$ cat src/rtl/medyan_pencere_planlayici.sv
// Column-stream scheduler feeding a 3x3 median array, with a credit-limited output FIFO.
// Optional stall counter port durma_sayisi_o: define PLANLAYICI_DURMA_SAYACI_EN.

module medyan_pencere_planlayici #(
    parameter int FIFO_DERINLIK = 16,
    parameter int BOYUT_BIT     = 10
) (
    input  logic                 clk_i,
    input  logic                 rstn_i,
    input  logic                 baslat_i,
    input  logic [BOYUT_BIT-1:0] genislik_i,
    input  logic [BOYUT_BIT-1:0] yukseklik_i,
    input  logic                 sutun_gecerli_i,
    input  logic [23:0]          sutun_i,
    output logic                 sutun_hazir_o,
    output logic                 medyan_etkin_o,
    output logic [71:0]          medyan_resim_o,
    input  logic                 medyan_etkin_i,
    input  logic [7:0]           medyan_pixel_i,
    output logic                 cikis_gecerli_o,
    output logic [7:0]           cikis_pixel_o,
    input  logic                 cikis_hazir_i,
    output logic                 cikis_son_o,
    output logic                 mesgul_o,
    output logic                 bitti_o
`ifdef PLANLAYICI_DURMA_SAYACI_EN
    ,
    output logic [15:0]          durma_sayisi_o
`endif
);

    localparam int AW = $clog2(FIFO_DERINLIK);
    localparam int KW = AW + 1;
    localparam int SW = 2 * BOYUT_BIT;
    localparam logic [3:0]    UCUS_SINIR  = 4'd10;
    localparam logic [KW-1:0] KREDI_SINIR = KW'(FIFO_DERINLIK);

    typedef enum logic [1:0] {BOSTA, DOLDUR, AKIS, BOSALT} durum_t;
    durum_t durum, durum_sonraki;

    logic [BOYUT_BIT-1:0] genislik, yukseklik, sayac, serit;
    logic [71:0]          pencere;
    logic                 etkin;
    logic [3:0]           ucus;
    logic [KW-1:0]        kredi, doluluk;
    logic [AW-1:0]        yaz_ptr, oku_ptr;
    logic [7:0]           bellek [FIFO_DERINLIK];
    logic [SW-1:0]        cikis_sayac, toplam;

    logic baslat_kabul, akis_hazir, yeni_pencere, doldur_kabul;
    logic donus, cekme, serit_sonu, son_serit;

    assign baslat_kabul = baslat_i && (durum == BOSTA);
    assign akis_hazir   = (ucus < UCUS_SINIR) && (kredi < KREDI_SINIR);
    assign yeni_pencere = (durum == AKIS) && sutun_gecerli_i && akis_hazir;
    assign doldur_kabul = (durum == DOLDUR) && sutun_gecerli_i;
    // A returning median is only accepted against an outstanding window, so the
    // credit bound guarantees a free FIFO slot for every push.
    assign donus        = medyan_etkin_i && (durum != BOSTA) && (ucus != '0);
    assign cekme        = cikis_gecerli_o && cikis_hazir_i;
    assign serit_sonu   = (sayac == genislik - BOYUT_BIT'(3));
    assign son_serit    = (serit == yukseklik - BOYUT_BIT'(1));

    always_comb begin
        durum_sonraki = durum;
        sutun_hazir_o = 1'b0;
        bitti_o       = 1'b0;
        case (durum)
            BOSTA: begin
                if (baslat_i) durum_sonraki = DOLDUR;
            end
            DOLDUR: begin
                sutun_hazir_o = 1'b1;
                if (sutun_gecerli_i && (sayac == BOYUT_BIT'(1))) durum_sonraki = AKIS;
            end
            AKIS: begin
                sutun_hazir_o = akis_hazir;
                if (yeni_pencere && serit_sonu) durum_sonraki = son_serit ? BOSALT : DOLDUR;
            end
            BOSALT: begin
                if (kredi == '0) begin
                    bitti_o       = 1'b1;
                    durum_sonraki = BOSTA;
                end
            end
            default: durum_sonraki = BOSTA;
        endcase
    end

    always_ff @(posedge clk_i or negedge rstn_i) begin
        if (!rstn_i) begin
            durum     <= BOSTA;
            genislik  <= '0;
            yukseklik <= '0;
            sayac     <= '0;
            serit     <= '0;
            toplam    <= '0;
            pencere   <= '0;
            etkin     <= 1'b0;
        end else begin
            durum <= durum_sonraki;
            etkin <= yeni_pencere;
            if (baslat_kabul) begin
                genislik  <= genislik_i;
                yukseklik <= yukseklik_i;
                sayac     <= '0;
                serit     <= '0;
                toplam    <= SW'(yukseklik_i) * (SW'(genislik_i) - SW'(2));
            end else if (doldur_kabul) begin
                pencere <= {sutun_i, pencere[71:24]};
                sayac   <= (sayac == BOYUT_BIT'(1)) ? '0 : sayac + BOYUT_BIT'(1);
            end else if (yeni_pencere) begin
                pencere <= {sutun_i, pencere[71:24]};
                if (serit_sonu) begin
                    sayac <= '0;
                    serit <= serit + BOYUT_BIT'(1);
                end else begin
                    sayac <= sayac + BOYUT_BIT'(1);
                end
            end
        end
    end

    // Credit covers both unreturned windows and pixels still waiting in the FIFO.
    always_ff @(posedge clk_i or negedge rstn_i) begin
        if (!rstn_i) begin
            ucus        <= '0;
            kredi       <= '0;
            doluluk     <= '0;
            yaz_ptr     <= '0;
            oku_ptr     <= '0;
            cikis_sayac <= '0;
        end else begin
            case ({yeni_pencere, donus})
                2'b10:   ucus <= ucus + 4'd1;
                2'b01:   ucus <= ucus - 4'd1;
                default: ucus <= ucus;
            endcase
            case ({yeni_pencere, cekme})
                2'b10:   kredi <= kredi + KW'(1);
                2'b01:   kredi <= kredi - KW'(1);
                default: kredi <= kredi;
            endcase
            case ({donus, cekme})
                2'b10:   doluluk <= doluluk + KW'(1);
                2'b01:   doluluk <= doluluk - KW'(1);
                default: doluluk <= doluluk;
            endcase
            if (donus) yaz_ptr <= yaz_ptr + AW'(1);
            if (cekme) oku_ptr <= oku_ptr + AW'(1);
            if (baslat_kabul)  cikis_sayac <= '0;
            else if (cekme)    cikis_sayac <= cikis_sayac + SW'(1);
        end
    end

    always_ff @(posedge clk_i) begin
        if (donus) bellek[yaz_ptr] <= medyan_pixel_i;
    end

    assign cikis_gecerli_o = (doluluk != '0);
    assign cikis_pixel_o   = cikis_gecerli_o ? bellek[oku_ptr] : '0;
    assign cikis_son_o     = cikis_gecerli_o && (cikis_sayac == toplam - SW'(1));
    assign medyan_etkin_o  = etkin;
    assign medyan_resim_o  = pencere;
    assign mesgul_o        = (durum != BOSTA);

`ifdef PLANLAYICI_DURMA_SAYACI_EN
    always_ff @(posedge clk_i or negedge rstn_i) begin
        if (!rstn_i) begin
            durma_sayisi_o <= '0;
        end else if (baslat_kabul) begin
            durma_sayisi_o <= '0;
        end else if ((durum == AKIS) && sutun_gecerli_i && !sutun_hazir_o && (durma_sayisi_o != '1)) begin
            durma_sayisi_o <= durma_sayisi_o + 16'd1;
        end
    end
`endif

endmodule

$ cat config.mk
export PLATFORM = sky130hd
export DESIGN_NAME = medyan_pencere_planlayici
export DESIGN_NICKNAME = d
export VERILOG_FILES = /design/src/rtl/medyan_pencere_planlayici.sv
export SDC_FILE = /design/constraint.sdc
export NUM_CORES = 1
export LEC_CHECK = 0
export ABC_CLOCK_PERIOD_IN_PS = 3000
export CAP_MARGIN = 20
export CORE_MARGIN = 3
export CORE_UTILIZATION = 54
export DETAILED_ROUTE_END_ITERATION = 8
export PLACE_DENSITY = 0.84
export SLEW_MARGIN = 40
export SYNTH_ARGS = -nofsm -noshare
export SYNTH_HDL_FRONTEND = slang
export SYNTH_SLANG_ARGS = --single-unit
$ cat constraint.sdc
create_clock -name clk_i -period 3 [get_ports clk_i]
set_input_delay 0.9 -clock clk_i [delete_from_list [all_inputs] [get_ports clk_i]]
set_output_delay 0.9 -clock clk_i [all_outputs]
set_load 0.005 [all_outputs]
==> flow_metrics.py <==
metrics = {
    "setup_path": {
        "startpoint_type": "input pin",
        "path_class": "in2reg",
        "cp.arrival_ns": 6.52,
        "cp.required_ns": 3.37,
        "critPathMaxFanout": 4,
        "cp-end-kind": "flip-flop",
    },
    "yosys": {
        "synth_cell_types": 67,
        "synth_seq_area_share": 0.4651,
        "ys_ff_latch": 305,
        "synth_area_um2": 17790,
        "synthFlopType": "dfrtp_1",
        "synth.net_count": 1760,
        "postSynthAreaPerCell_um2": 11.58,
        "synthArstFlopShare": 0.5803,
        "syn_inst": 1536,
        "yosys_warnings": 0,
        "synth_edf_count": 128,
    },
    "finish": {
        "final_nets": 2113,
        "final_common_cell": "buf_4",
        "final_util": 0.7358,
        "final_cell_mix": "188 x buf_4, 174 x dfrtp_1, 143 x nand2_1, 128 x edfxtp_1, 124 x inv_1",
        "fin_area_um2": 23580,
        "diodes": 0,
        "drive_gt1_frac": 0.3003,
        "seqCellArea_um2": 8277,
        "multiInputGateArea_um2": 9538,
        "syn2layout_area_growth_pct": 32.56,
        "n_fill_cell": 1828,
        "fin_cells": 2350,
    },
    "hold_path": {
        "min_path_type": "in2async",
    },
    "grt": {
        "grt_pass1_wl_mm": 76.65,
        "grt_overflow_total": 0,
        "grtUsageTotal": 0.2698,
        "grt_pass1_vias": 14396,
        "grt_max_degree": 105,
        "antenna_found_initial": 1,
    },
    "clock_tree": {
        "clkLatencyLatePin_ns": 0.53,
        "cts_buffer_depth": 3,
        "clkSinkCount": 305,
        "cts_made_buffers": 34,
        "cts_tree": "done",
        "clk_pin_slew_ns": 0.06,
        "root_buffer": "clkbuf_16",
        "htreeDepth": 2,
    },
    "floorplanning": {
        "ioPinCount": 144,
        "coreArea_um2": 32040,
        "num_rows": 65,
        "die_h_um": 187.5,
        "die_area_um2": 35150,
        "start_util": 0.5551,
        "die_w_um": 187.5,
    },
    "timing": {
        "relSlewSlack": 0.4903,
        "tightest_slew_ns": 0.7621,
        "rsz0062_at_grt": "true",
        "drv_slew": 0,
        "setup_viol": 25,
        "fin_ws_ns": -3.147,
        "min_period_ns": 6.147,
        "max_freq_mhz": 162.7,
        "setup_tns_ns": -44.89,
        "final-hold-violation-count": 0,
        "timing.hold.ws_ns": 0.3823,
        "period_share": 2.049,
        "clock_skew_ns": 0.01572,
    },
    "outcome": {
        "violations": "setup timing",
        "status": "finished, violations left",
    },
    "detailed_routing": {
        "drc": 0,
        "wire_per_inst_um": 22.44,
        "totalWireLength_mm": 52.73,
        "drt-pass1-iter-count": 5,
        "vias": 14148,
        "drtIter0Drc": 1301,
        "routed_via_density": 6.020,
        "ant_nets": 0,
    },
    "place": {
        "place_area_um2": 21180,
        "place_ws_ns": -3.899,
        "port_buffers": 143,
        "numPlacedInstances": 2226,
        "hpwl_mm": 29.78,
        "gp_congestion": 0.9526,
    },
    "run": {
        "cap_violations": 0,
    },
    "power_and_ir_drop": {
        "ir_worst_vdd_mv": 0.7499,
        "p_leak_nw": 10.11,
        "powerDensity_nw_per_um2": 1068,
        "power.total_mw": 25.19,
    },
}
state kept, by name, summed over array words and instances (netlist names), 5 cells and up:
name	flops
medyan_resim_o	72
doluluk	5
cikis_sayac	20
sayac	10
kredi	5
genislik	10
serit	10
bellek	128
yukseklik	10
toplam	20
critical path, cell delays in order:
cell	delay, ns
buf_6	0.10
or4_4	0.59
nor3_4	0.17
nand2_2	0.12
xor2_4	0.17
nand2b_4	0.15
fa_1	0.47
fa_1	0.51
inv_2	0.05
fa_1	0.49
fa_1	0.54
inv_1	0.07
fa_1	0.52
inv_2	0.06
ha_4	0.25
buf_6	0.12
o21ai_4	0.14
buf_4	0.14
o21ai_4	0.07
buf_4	0.14
buf_4	0.12
o21a_1	0.13
a21oi_2	0.18
xor2_1	0.21
o21ai_1	0.10
area by class of cell:
class / count / area share
well taps: 435 / 0.02308
clock buffers: 45 / 0.04129
clock inverters: 17 / 0.007589
inverters: 151 / 0.02425
flip-flops and latches: 305 / 0.3510
repair buffers: 378 / 0.1482
multi-input cells: 1019 / 0.4045
path summary, 6_finish.rpt:
check,cells past startpoint,end,slack [ns],startpoint
max reg2reg,9,durum[1]$_DFFE_PN0P_,0.22,genislik[1]$_DFFE_PN0P_
min in group clk_i,1,kredi[4]$_DFFE_PN0P_,0.48,kredi[4]$_DFFE_PN0P_
min,2,medyan_resim_o[58]$_DFFE_PN0P_,0.38,rstn_i
max,25,toplam[13]$_DFFE_PN0P_,-3.15,genislik_i[6]
max in group asynchronous,2,toplam[3]$_DFFE_PN0P_,2.04,rstn_i
min reg2reg,1,kredi[4]$_DFFE_PN0P_,0.48,kredi[4]$_DFFE_PN0P_
routing by layer:
| metal | wire (um) | vias up | track usage |
|---|---|---|---|
| met5 | 13 | - | 0 |
| met4 | 3199 | 2 | 0.1022 |
| met3 | 4756 | 282 | 0.05828 |
| met2 | 26200 | 901 | 0.4759 |
| li1 | - | 5993 | - |
| met1 | 18550 | 6970 | 0.3259 |
repair_timing:
action                                  in CTS  in global routing
hold endpoints to repair                     0                  0
hold buffers                                 0                  0
pin swaps                                   60                 61
setup buffers                               41                 22
gates resized for setup                    164                 95
endpoints found under the setup margin      27                 39
cloned                                       2                  0
cell families (layout without fill, tap and decap cells):
family / count (synthesis) / after routing / synth area share
XOR/XNOR: 108 / 108 / 0.05318
multiplexers: 121 / 121 / 0.1014
adder cells (fa/ha/maj): 166 / 166 / 0.1484
buffers and inverters: 212 / 591 / 0.04495
AO/OA/AOI/OAI: 158 / 158 / 0.05607
AND/OR/NAND/NOR: 466 / 466 / 0.1308
flip-flops: 305 / 305 / 0.4651
synthesized netlist by cell type, drive strengths merged, types with 2 or more instances:
master | instances | share of area
inv | 151 | 0.032
xor2 | 57 | 0.028
o21ai | 49 | 0.014
or2 | 6 | 0.0021
dfrtp | 177 | 0.25
nor3 | 30 | 0.0084
nor3b | 4 | 0.0017
a211oi | 4 | 0.0017
and3 | 8 | 0.0028
xnor2 | 51 | 0.025
nor2 | 79 | 0.017
nand3 | 35 | 0.0098
nand2 | 156 | 0.033
nand3b | 3 | 0.0013
o221ai | 2 | 0.00099
o22ai | 8 | 0.0028
buf | 8 | 0.0019
a211o | 2 | 0.00099
edfxtp | 128 | 0.22
mux4 | 40 | 0.051
nand2b | 17 | 0.0060
or3 | 7 | 0.0025
ha | 91 | 0.064
nor4b | 3 | 0.0015
mux2i | 7 | 0.0039
a21o | 12 | 0.0051
mux2 | 74 | 0.047
o41ai | 2 | 0.00099
or4 | 8 | 0.0034
a2111oi | 2 | 0.00099
and2 | 35 | 0.012
o31ai | 8 | 0.0044
clkbuf | 53 | 0.011
a21oi | 37 | 0.010
nand4b | 2 | 0.00099
nand4 | 17 | 0.0063
o211ai | 6 | 0.0025
nor2b | 41 | 0.014
o21a | 4 | 0.0017
a31oi | 10 | 0.0035
fa | 75 | 0.084
a21boi | 3 | 0.0015
nor4 | 9 | 0.0044
report_power, final:
| group | total [mW] | leakage, nW | internal (mW) | switching [mW] |
|---|---|---|---|---|
| Clock | 4.30 | 0.572 | 2.50 | 1.80 |
| Combinational | 14.3 | 6.19 | 7.54 | 6.81 |
| Sequential | 6.54 | 3.35 | 5.51 | 1.04 |
Note: power is estimated with default switching activity, not from simulation.
